## src/rtl/decodificador.sv

```systemverilog
// Three independent BCD-to-seven-segment decoders with registered, active-low outputs.
// Non-BCD codes and reset both show a blank digit.
module decodificador (
    input  logic       clk,
    input  logic       rst_n,
    input  logic [3:0] Minutos,
    input  logic [3:0] DezenaSeg,
    input  logic [3:0] Segundos,
    output logic [6:0] OutMinutos,
    output logic [6:0] OutDezena,
    output logic [6:0] OutSegundos
);

    localparam logic [6:0] SEG_BLANK = 7'b1111111;

    logic [6:0] seg_min_p0;
    logic [6:0] seg_dez_p0;
    logic [6:0] seg_seg_p0;

    // Bit order {a,b,c,d,e,f,g}; a 0 lights the segment.
    function automatic logic [6:0] bcd_to_seg(input logic [3:0] digit);
        logic [6:0] seg;
        case (digit)
            4'd0:    seg = 7'b0000001;
            4'd1:    seg = 7'b1001111;
            4'd2:    seg = 7'b0010010;
            4'd3:    seg = 7'b0000110;
            4'd4:    seg = 7'b1001100;
            4'd5:    seg = 7'b0100100;
            4'd6:    seg = 7'b0100000;
            4'd7:    seg = 7'b0001111;
            4'd8:    seg = 7'b0000000;
            4'd9:    seg = 7'b0000100;
            default: seg = SEG_BLANK;
        endcase
        return seg;
    endfunction

    // Stage p0: decoded patterns captured on the clock edge
    always_ff @(posedge clk or negedge rst_n) begin
        if (!rst_n) begin
            seg_min_p0 <= SEG_BLANK;
            seg_dez_p0 <= SEG_BLANK;
            seg_seg_p0 <= SEG_BLANK;
        end else begin
            seg_min_p0 <= bcd_to_seg(Minutos);
            seg_dez_p0 <= bcd_to_seg(DezenaSeg);
            seg_seg_p0 <= bcd_to_seg(Segundos);
        end
    end

    assign OutMinutos  = seg_min_p0;
    assign OutDezena   = seg_dez_p0;
    assign OutSegundos = seg_seg_p0;

endmodule

```

## config.mk

```make
export PLATFORM = sky130hd
export DESIGN_NAME = decodificador
export DESIGN_NICKNAME = d
export VERILOG_FILES = /design/src/rtl/decodificador.sv
export SDC_FILE = /design/constraint.sdc
export NUM_CORES = 1
export LEC_CHECK = 0
export BUFFER_PORTS_ARGS = -buffer_cell sky130_fd_sc_hd__buf_2
export CORE_MARGIN = 2
export CORE_UTILIZATION = 30
export DETAILED_ROUTE_END_ITERATION = 10
export GPL_ROUTABILITY_DRIVEN = 0
export GPL_TIMING_DRIVEN = 0
export HOLD_SLACK_MARGIN = 0.08
export SLEW_MARGIN = 20
export SYNTH_ARGS = -nofsm -noshare
export SYNTH_HDL_FRONTEND = slang
export SYNTH_SLANG_ARGS = --single-unit
```

## constraint.sdc

```tcl
create_clock -name clk -period 1.3 [get_ports clk]
set_clock_uncertainty 0.2 [all_clocks]
set_input_delay 0.13 -clock clk [delete_from_list [all_inputs] [get_ports clk]]
set_output_delay 0.13 -clock clk [all_outputs]
set_load 0.1 [all_outputs]
```

==> reports/results.ini, run 1 <==
[status]
outcome=finished, violations left
violations=setup timing

[route]
wl_per_cell_um=12.2
via_per_inst=4.51
ant_nets=0
dr.pass1.iters=4
drc=0
vias=1002
drt-initial-drc-count=35
routed_wirelength_mm=2.71

[min_path]
worst_hold_path_type=input port to flop
holdPathStages=3
hold_path.startpoint=Segundos[1]
hold_end=OutSegundos[0]

[timing]
slew-limit-headroom_pct=69.9
timing.final.crit_share_pct=101
worstMarginPinSlew_ns=0.451
period_minus_slack_ns=1.32
fmax_mhz=759
finalHoldViolations=0
finalMaxSlewViolations=0
rsz0062_at_grt=true
tns_ns=-0.135
setup_ws_ns=-0.0174
setup-violations-final=19

[global_route]
antenna_found_initial=0
grt_max_degree=22
grt_pass1_wl_mm=4.59
grtUsageTotal_pct=13.6
grt.overflow.total=0
grt_pass1_vias=1038

[flow_run]
drv_cap=0

[synth]
synth_area_leaders=dfstp_2 (48%), ha_1 (16%), a21oi_1 (6.5%)
yosysTopAreaCell=dfstp_2
syn_nets=146
synth_seq_area_share_pct=47.7
synth_edf_count=0
syn_area_per_cell_um2=9.89
yosysWarningCount=0
synth_cell_type_count=21
synthCells=117
ys_seq_elements=21
async_flop_share_pct=100
synth_ff_type=dfstp_2
synth_top_area_share_pct=47.7
mappedNetlistArea_um2=1160

[setup_path]
critPathBufInv=1
max_stage_delay_ns=0.56
path_cells=buf_12
worstPathArrival_ns=0.99
cp_top_family=flip-flops
cp-start-kind=flop
crit_type=flop to output port
endpoint_kind=output port
cp.required_ns=0.97
cp_max_fo=1
slowest_stage=dfstp_2

[clock_tree]
cts_buffers=3
clkSlewWorstSetupHoldPaths_ns=0.08
cts_sinks=21
clk_path_buf_depth=2
clockRootBuffer=clkbuf_8
htreeDepth=1
cts_tree=built

[placed_design]
dp.cells=198
io_buffers=33
dp.final_hpwl_mm=1.74

[floorplan]
design.core.area_um2=3690
rows=22
start_util_pct=31.4
die_y_um=66.1
ioPinCount=35
die_area_um2=4370
dieWidth_um=66.1

[cells_and_area]
area_growth_pct=69.8
drive_gt1_share_pct=39.7
final_cells=222
layout.nets=204
fill_cells=333
n_antenna_cell=0
final_util_pct=53.3

[power_and_ir_drop]
peakVddDrop_uv=375
p_leak_uw=0.000907
p_per_area_nw_per_um2=1110

-- per-stage QoR --
stage	setup WS, ns	hold slack [ns]	instance area (µm²)	power, µW
after CTS	-0.0278	0.0833	1950	2180
after floorplan	0.147	-0.218	1160	1360
after detailed placement	-0.156	0.222	1380	1470
after global placement	-0.0940	0.210	1380	1460
after global routing	-0.0474	0.0837	1970	2270
final	-0.0174	0.0556	1970	2170
-- cells in the final DEF, fill, tap and decap left out, types with 4 or more instances in the layout --
| cell | n |
|---|---|
| ha_1 | 15 |
| dlygate4sd3_1 | 18 |
| nor2_1 | 18 |
| nand2b_1 | 9 |
| buf_2 | 12 |
| buf_12 | 21 |
| a21oi_1 | 12 |
| inv_1 | 9 |
| o21ai_0 | 6 |
| dfstp_2 | 21 |
| a21oi_2 | 4 |
-- layout make-up --
class                           instances  area [µm²]  area share [%]
Buffer                                  4        31.3            1.59
Clock buffer                            4        45.0            2.29
Inverter                               10        37.5            1.91
Multi-Input combinational cell         82         548            27.9
Sequential cell                        21         552            28.1
Tap cell                               48        60.1            3.06
Timing Repair Buffer                   53         692            35.2
-- synth_stat cells (2+ instances only) --
cell type	count
a21oi_1	15
dfstp_2	21
inv_1	10
a31oi_1	3
o21ai_0	8
ha_1	15
or2b_1	2
nand2_1	3
buf_4	2
nor2_1	18
nand2b_1	9
or2_2	2
-- where the power goes --
| part | leakage, µW | switching (µW) | total, µW | internal [µW] |
|---|---|---|---|---|
| clock | 0.0000228 | 209 | 427 | 218 |
| combinational | 0.000663 | 594 | 942 | 347 |
| sequential | 0.000221 | 48.7 | 805 | 756 |
| total | 0.000907 | 852 | 2170 | 1320 |
-- state kept, by name (all words and copies together) (netlist names) --
name,count
OutMinutos,7
OutDezena,7
OutSegundos,7
-- cell families (layout without fill, tap and decap cells) --
| kind of cell | after synthesis | after routing | synth area share, % |
|---|---|---|---|
| AOI/OAI and AO/OA | 29 | 29 | 13.7 |
| xor gates and xnor gates | 1 | 1 | 0.757 |
| and+or+nand+nor | 37 | 37 | 15.7 |
| buffers and inverters | 14 | 71 | 5.95 |
| adders and majority gates | 15 | 15 | 16.2 |
| DFF | 21 | 21 | 47.7 |
-- how the worst max path moves through the flow --
| stage | from | endpoint | slack [ns] | cells past startpoint |
|---|---|---|---|---|
| 2_1_floorplan | OutDezena[0] | OutDezena[0] | 0.15 | 0 |
| 3_3_place_gp | Segundos[1] | OutSegundos[6] | -0.09 | 6 |
| 3_5_place_dp | Segundos[1] | OutSegundos[6] | -0.16 | 6 |
| 4_1_cts | OutMinutos[2] | OutMinutos[2] | -0.03 | 1 |
| 5_1_grt | OutMinutos[2] | OutMinutos[2] | -0.05 | 1 |
| 6_report | OutDezena[3] | OutDezena[3] | -0.02 | 1 |
-- layer usage --
layer / wire length [µm] / track usage, % / part of all wire, % / up-vias
met5: 0 / 0 / 0 / -
met4: 8 / 2.81 / 0.29 / 0
met3: 122 / 2.73 / 4.5 / 2
met2: 1530 / 25.5 / 56 / 26
met1: 1060 / 15.7 / 39 / 483
li1: - / - / - / 491
-- repair_timing --
action | in CTS | in global routing
setup buffers | 0 | 0
setup endpoints to repair | 21 | 32
hold buffers | 21 | 0
endpoints found under the hold margin | 42 | 0
resized for setup | 84 | 11
Note: power is estimated with default switching activity, not from simulation.
==> run 2: changes to the inputs <==
GPL_TIMING_DRIVEN = unset   (was 0)
==> run 2 against run 1 <==
Against the previous run:
- the run still ends with setup timing left
- hold slack worse by 0.028 ns
- setup slack lost 0.00066 ns
- cell area fell by 1.4%
- global-route usage down 0.91 points
- critical path depth unchanged
- first-iteration DRC count is 51% lower
- largest cell class unchanged
==> reports/results.ini, run 2 (same netlist as run 1, synthesis figures left out) <==
[floorplan]
die_y_um=66.1  ; unchanged
rows=22  ; unchanged
ioPinCount=35  ; unchanged
design.core.area_um2=3690  ; unchanged
dieWidth_um=66.1  ; unchanged
die_area_um2=4370  ; unchanged
start_util_pct=31.4  ; unchanged

[clock_tree]
clkSlewWorstSetupHoldPaths_ns=0.08  ; about the same
htreeDepth=1  ; unchanged
cts_tree=built  ; unchanged
cts_buffers=3  ; unchanged
cts_sinks=21  ; unchanged
clk_path_buf_depth=2  ; unchanged
clockRootBuffer=clkbuf_8  ; unchanged

[power_and_ir_drop]
pwr-share-clk_pct=19.8  ; was 19.7%
peakVddDrop_uv=426  ; was 375 µV
net-switching-power_uw=845  ; was 852 µW
p_int_uw=1310  ; was 1320 µW
p_per_area_nw_per_um2=1110  ; about the same
p_sw_share_pct=39.2  ; about the same
p_leak_uw=0.000904  ; was 0.000907 µW
p_comb_share_pct=43.0  ; was 43.3%
finalPower_uw=2160  ; was 2170 µW
pwr-share-seq_pct=37.2  ; was 37.0%

[cells_and_area]
n_antenna_cell=0  ; unchanged
multi_input_area_um2=537  ; was 548 µm²
area_growth_pct=67.5  ; was 69.8%
drive_gt1_share_pct=39.3  ; was 39.7%
fill_cells=347  ; was 333
final_cell_mix=dfstp_2 (21), buf_12 (21), nor2_1 (18)  ; was dfstp_2 (21), buf_12 (21), nor2_1 (18), dlygate4sd3_1 (18), ha_1 (15)
regArea_um2=552  ; unchanged
layout.nets=203  ; was 204

[global_route]
grt.overflow.total=0  ; unchanged
grt_max_degree=22  ; unchanged
grtUsageTotal_pct=12.6  ; was 13.6%
grt_pass1_vias=1016  ; was 1038
grt_pass1_wl_mm=4.34  ; was 4.59 mm
antenna_found_initial=0  ; unchanged

[timing]
timing.final.crit_share_pct=101  ; about the same
setup-violations-final=14  ; was 19
whs_ns=0.0275  ; was 0.0556 ns
period_minus_slack_ns=1.32  ; about the same
finalHoldViolations=0  ; unchanged
fmax_mhz=759  ; about the same
slew-limit-headroom_pct=70.9  ; was 69.9%
rsz0062_at_grt=true  ; unchanged
finalMaxSlewViolations=0  ; unchanged
tns_ns=-0.122  ; was -0.135 ns
worstMarginPinSlew_ns=0.437  ; was 0.451 ns
setup_ws_ns=-0.0181  ; was -0.0174 ns

[setup_path]
cp_top_family=flip-flops  ; unchanged
max_stage_delay_ns=0.56  ; about the same
path_cells=buf_12  ; unchanged
worstPathArrival_ns=0.99  ; about the same
cp_max_fo=1  ; unchanged
crit_type=flop to output port  ; unchanged
endpoint_kind=output port  ; unchanged
slowest_stage=dfstp_2  ; unchanged
cp-start-kind=flop  ; unchanged
worst-path-stages=1  ; unchanged
critPathBufInv=1  ; unchanged
cp.required_ns=0.97  ; about the same

[placed_design]
io_buffers=34  ; was 33
dp_slack_ns=0.0395  ; was -0.156 ns
dp.final_hpwl_mm=1.84  ; was 1.74 mm

[route]
vias=978  ; was 1002
ant_nets=0  ; unchanged
via_per_inst=4.43  ; was 4.51
dr.pass1.iters=4  ; unchanged
wl_per_cell_um=11.2  ; was 12.2 µm
routed_wirelength_mm=2.48  ; was 2.71 mm
drc=0  ; unchanged
drt-initial-drc-count=17  ; was 35

[min_path]
worst_hold_path_type=input port to flop  ; unchanged
holdPathStages=4  ; was 3

[status]
violations=setup timing  ; unchanged
outcome=finished, violations left  ; unchanged

[flow_run]
drv_cap=0  ; unchanged

==> run 2: cell count changes in the layout (fill, tap and decap cells not counted), sizes merged <==
| cell | change |
|---|---|
| dlygate4sd3 | -2 |
| clkinvlp | +1 |
==> run 2: layout make-up <==
type | instances | share of cell area, %
clock buffer | 3 | 2.13
timing repair buffer | 56 | 36.3
inverter | 10 | 1.94
multi-input combinational | 82 | 27.7
sequential | 21 | 28.5
tap | 48 | 3.10
clock inverter | 1 | 0.387
==> run 2: stage by stage <==
stage / cell area (µm²) / util [%] / std cells
after global routing: 1940 / 52.5 / 221
after global placement: 1700 / 46.1 / 199
after CTS: 1920 / 52.1 / 220
final: 1940 / 52.5 / 221
after floorplan: 1160 / - / 117
after detailed placement: 1700 / 46.1 / 199
==> run 2: final timing paths <==
path / startpoint / endpoint / slack (ns)
max in group asynchronous: rst_n / OutDezena[0] / 0.42
worst max-delay path: OutDezena[3] / OutDezena[3] / -0.02
min in group asynchronous: rst_n / OutSegundos[3] / 0.45
worst min-delay path: DezenaSeg[3] / OutDezena[2] / 0.03
==> run 2: power by group through the flow <==
stage               Combinational, µW  Sequential [µW]  Clock (µW)
finish                            929              803         427
global route                      973              810         471
CTS                               927              805         442
detailed placement                886              815           0
global placement                  874              815           0
floorplan                         130             1230           0
==> run 2: metal layers <==
metal	wire, µm	GRT usage, %	vias to the layer above
met5	0	0	-
li1	-	-	490
met2	1420	25.0	25
met3	120	2.39	0
met4	0	1.53	0
met1	944	14.2	463
==> run 2: repair_timing <==
action / CTS / global route
gates cloned: 0 / 0
hold endpoints to repair: 42 / 3
gates resized for setup: 0 / 5
endpoints found under the setup margin: 21 / 28
buffers inserted: 0 / 0
pin swaps: 0 / 0
hold buffers: 17 / 2
==> run 3: changes to the inputs <==
CORE_UTILIZATION = 40   (was 30)
==> run 3 against run 2 <==
Against the previous run:
- the run still ends with setup timing left
- total power shrank 5.4%
- critical path depth is the same
- first-iteration DRC count grew 12%
- maximum frequency shrank 3.1%
- die area shrank 24%
- setup slack lost 0.042 ns
- cell area shrank 0.45%
- global-route usage grew 3.8 points
- sequential share of layout area grew 0.13 points
- sequential power is essentially flat
- utilization grew 17 points
- non-clock buffer count grew 2
- critical endpoint is now OutMinutos[5]
==> reports/results.ini, run 3 (same netlist as run 1, synthesis figures left out) <==
[status]
outcome=finished, violations left  ; unchanged
violations=setup timing  ; unchanged

[power_and_ir_drop]
finalPower_uw=2040  ; was 2160 µW
p_leak_uw=0.000923  ; was 0.000904 µW
p_per_area_nw_per_um2=1060  ; was 1110 nW/µm²
peakVddDrop_uv=839  ; was 426 µV

[cells_and_area]
layout.nets=205  ; was 203
area_growth_pct=66.7  ; was 67.5%
drive_gt1_share_pct=41.1  ; was 39.3%
fill_cells=204  ; was 347
n_antenna_cell=0  ; unchanged
final_cell_mix=dfstp_2 (21), buf_12 (21), nor2_1 (18)  ; unchanged

[clock_tree]
htreeDepth=1  ; unchanged
clkSlewWorstSetupHoldPaths_ns=0.11  ; was 0.08 ns
post_cts_buffers=0  ; unchanged
clk_path_buf_depth=2  ; unchanged
cts_tree=built  ; unchanged
cts_buffers=3  ; unchanged
clockRootBuffer=clkbuf_4  ; was clkbuf_8
cts_sinks=21  ; unchanged

[global_route]
grt_max_degree=22  ; unchanged
grt_pass1_wl_mm=4.21  ; was 4.34 mm
grtUsageTotal_pct=16.4  ; was 12.6%
grt_pass1_vias=982  ; was 1016
grt.overflow.total=0  ; unchanged
antenna_found_initial=0  ; unchanged

[timing]
rsz0062_at_grt=true  ; unchanged
period_minus_slack_ns=1.36  ; was 1.32 ns
slew-limit-headroom_pct=70.8  ; was 70.9%
fmax_mhz=735  ; was 759 MHz
worstMarginPinSlew_ns=0.437  ; about the same
whs_ns=0.0548  ; was 0.0275 ns
finalMaxSlewViolations=0  ; unchanged
finalHoldViolations=0  ; unchanged
setup-violations-final=23  ; was 14
timing.final.crit_share_pct=105  ; was 101%
setup_ws_ns=-0.0597  ; was -0.0181 ns

[floorplan]
start_util_pct=42.0  ; was 31.4%
die_y_um=57.8  ; was 66.1 µm
design.core.area_um2=2760  ; was 3690 µm²
rows=19  ; was 22
dieWidth_um=57.8  ; was 66.1 µm
die_area_um2=3340  ; was 4370 µm²
ioPinCount=35  ; unchanged

[setup_path]
slowest_stage=dfstp_2  ; unchanged
path_cells=buf_12  ; unchanged
max_stage_delay_ns=0.57  ; was 0.56 ns
crit_type=flop to output port  ; unchanged
worstPathArrival_ns=1.03  ; was 0.99 ns
cp_max_fo=1  ; unchanged
cp-start-kind=flop  ; unchanged
endpoint_kind=output port  ; unchanged
cp.required_ns=0.97  ; about the same
startpoint=OutMinutos[5]  ; was OutDezena[3]
cp_top_family=flip-flops  ; unchanged
critPathBufInv=1  ; unchanged

[route]
routed_wirelength_mm=2.66  ; was 2.48 mm
wl_per_cell_um=12.9  ; was 11.2 µm
via_per_inst=4.74  ; was 4.43
vias=976  ; was 978
dr.pass1.iters=4  ; unchanged
drc=0  ; unchanged
ant_nets=0  ; unchanged
drt-initial-drc-count=19  ; was 17

[flow_run]
drv_cap=0  ; unchanged

[placed_design]
io_buffers=34  ; unchanged
dp.final_hpwl_mm=1.73  ; was 1.84 mm

[min_path]
hold_path.startpoint=Minutos[3]  ; was DezenaSeg[3]
worst_hold_path_type=input port to flop  ; unchanged

## run 3: cell count changes in the layout (fill, tap and decap cells not counted), sizes merged
cell / change
dlygate4sd3: -1
buf: +2
dlymetal6s4s: +2
clkinvlp: -1
## run 3: where the power goes
group	switching (µW)	internal [µW]
logic	597	347
registers	47.6	756
clock network	174	119
## run 3: routing by layer
metal / track usage, % / part of all wire (%)
met1: 18.0 / 39
met2: 31.2 / 56
met3: 2.23 / 3.2
met4: 7.31 / 1.7
met5: 0 / 0
## run 3: final timing paths
kind / end / slack (ns) / cells past startpoint
max: OutMinutos[5] / -0.06 / 1
min: OutMinutos[6] / 0.05 / 4
max in group asynchronous: OutSegundos[0] / 0.47 / 2
min in group asynchronous: OutSegundos[5] / 0.40 / 2
## run 3: worst min-delay path, cell delays in order
cell and delay, ns:
buf_2 0.09, or2_2 0.12, a21oi_2 0.06, nor2_1 0.11
## run 3: timing repair
item | 4_1_cts | 5_1_grt
hold endpoints to repair | 42 | 3
hold buffers | 18 | 2
endpoints found under the setup margin | 21 | 33
pin swaps | 0 | 3
resized for setup | 0 | 10
## run 3: cell type report
class | instances | area [µm²] | share of cell area, %
well taps | 31 | 38.8 | 2.01
inverters | 10 | 37.5 | 1.95
clock buffers | 4 | 26.3 | 1.36
repair buffers | 58 | 723 | 37.5
multi-input cells | 82 | 552 | 28.6
flip-flops and latches | 21 | 552 | 28.6
## run 3: through the flow
step | std cells | cell area, µm² | utilization (%) | setup TNS, ns | setup WS, ns
6_report | 206 | 1930 | 70.0 | -1.06 | -0.0597
5_1_grt | 206 | 1930 | 70.0 | -1.79 | -0.0957
4_1_cts | 205 | 1890 | 68.7 | -1.32 | -0.0712
3_5_place_dp | 183 | 1690 | 61.2 | 0 | 0.00504
3_3_place_gp | 183 | 1690 | 61.2 | 0 | 0.0523
2_1_floorplan | 117 | 1160 | - | 0 | 0.147
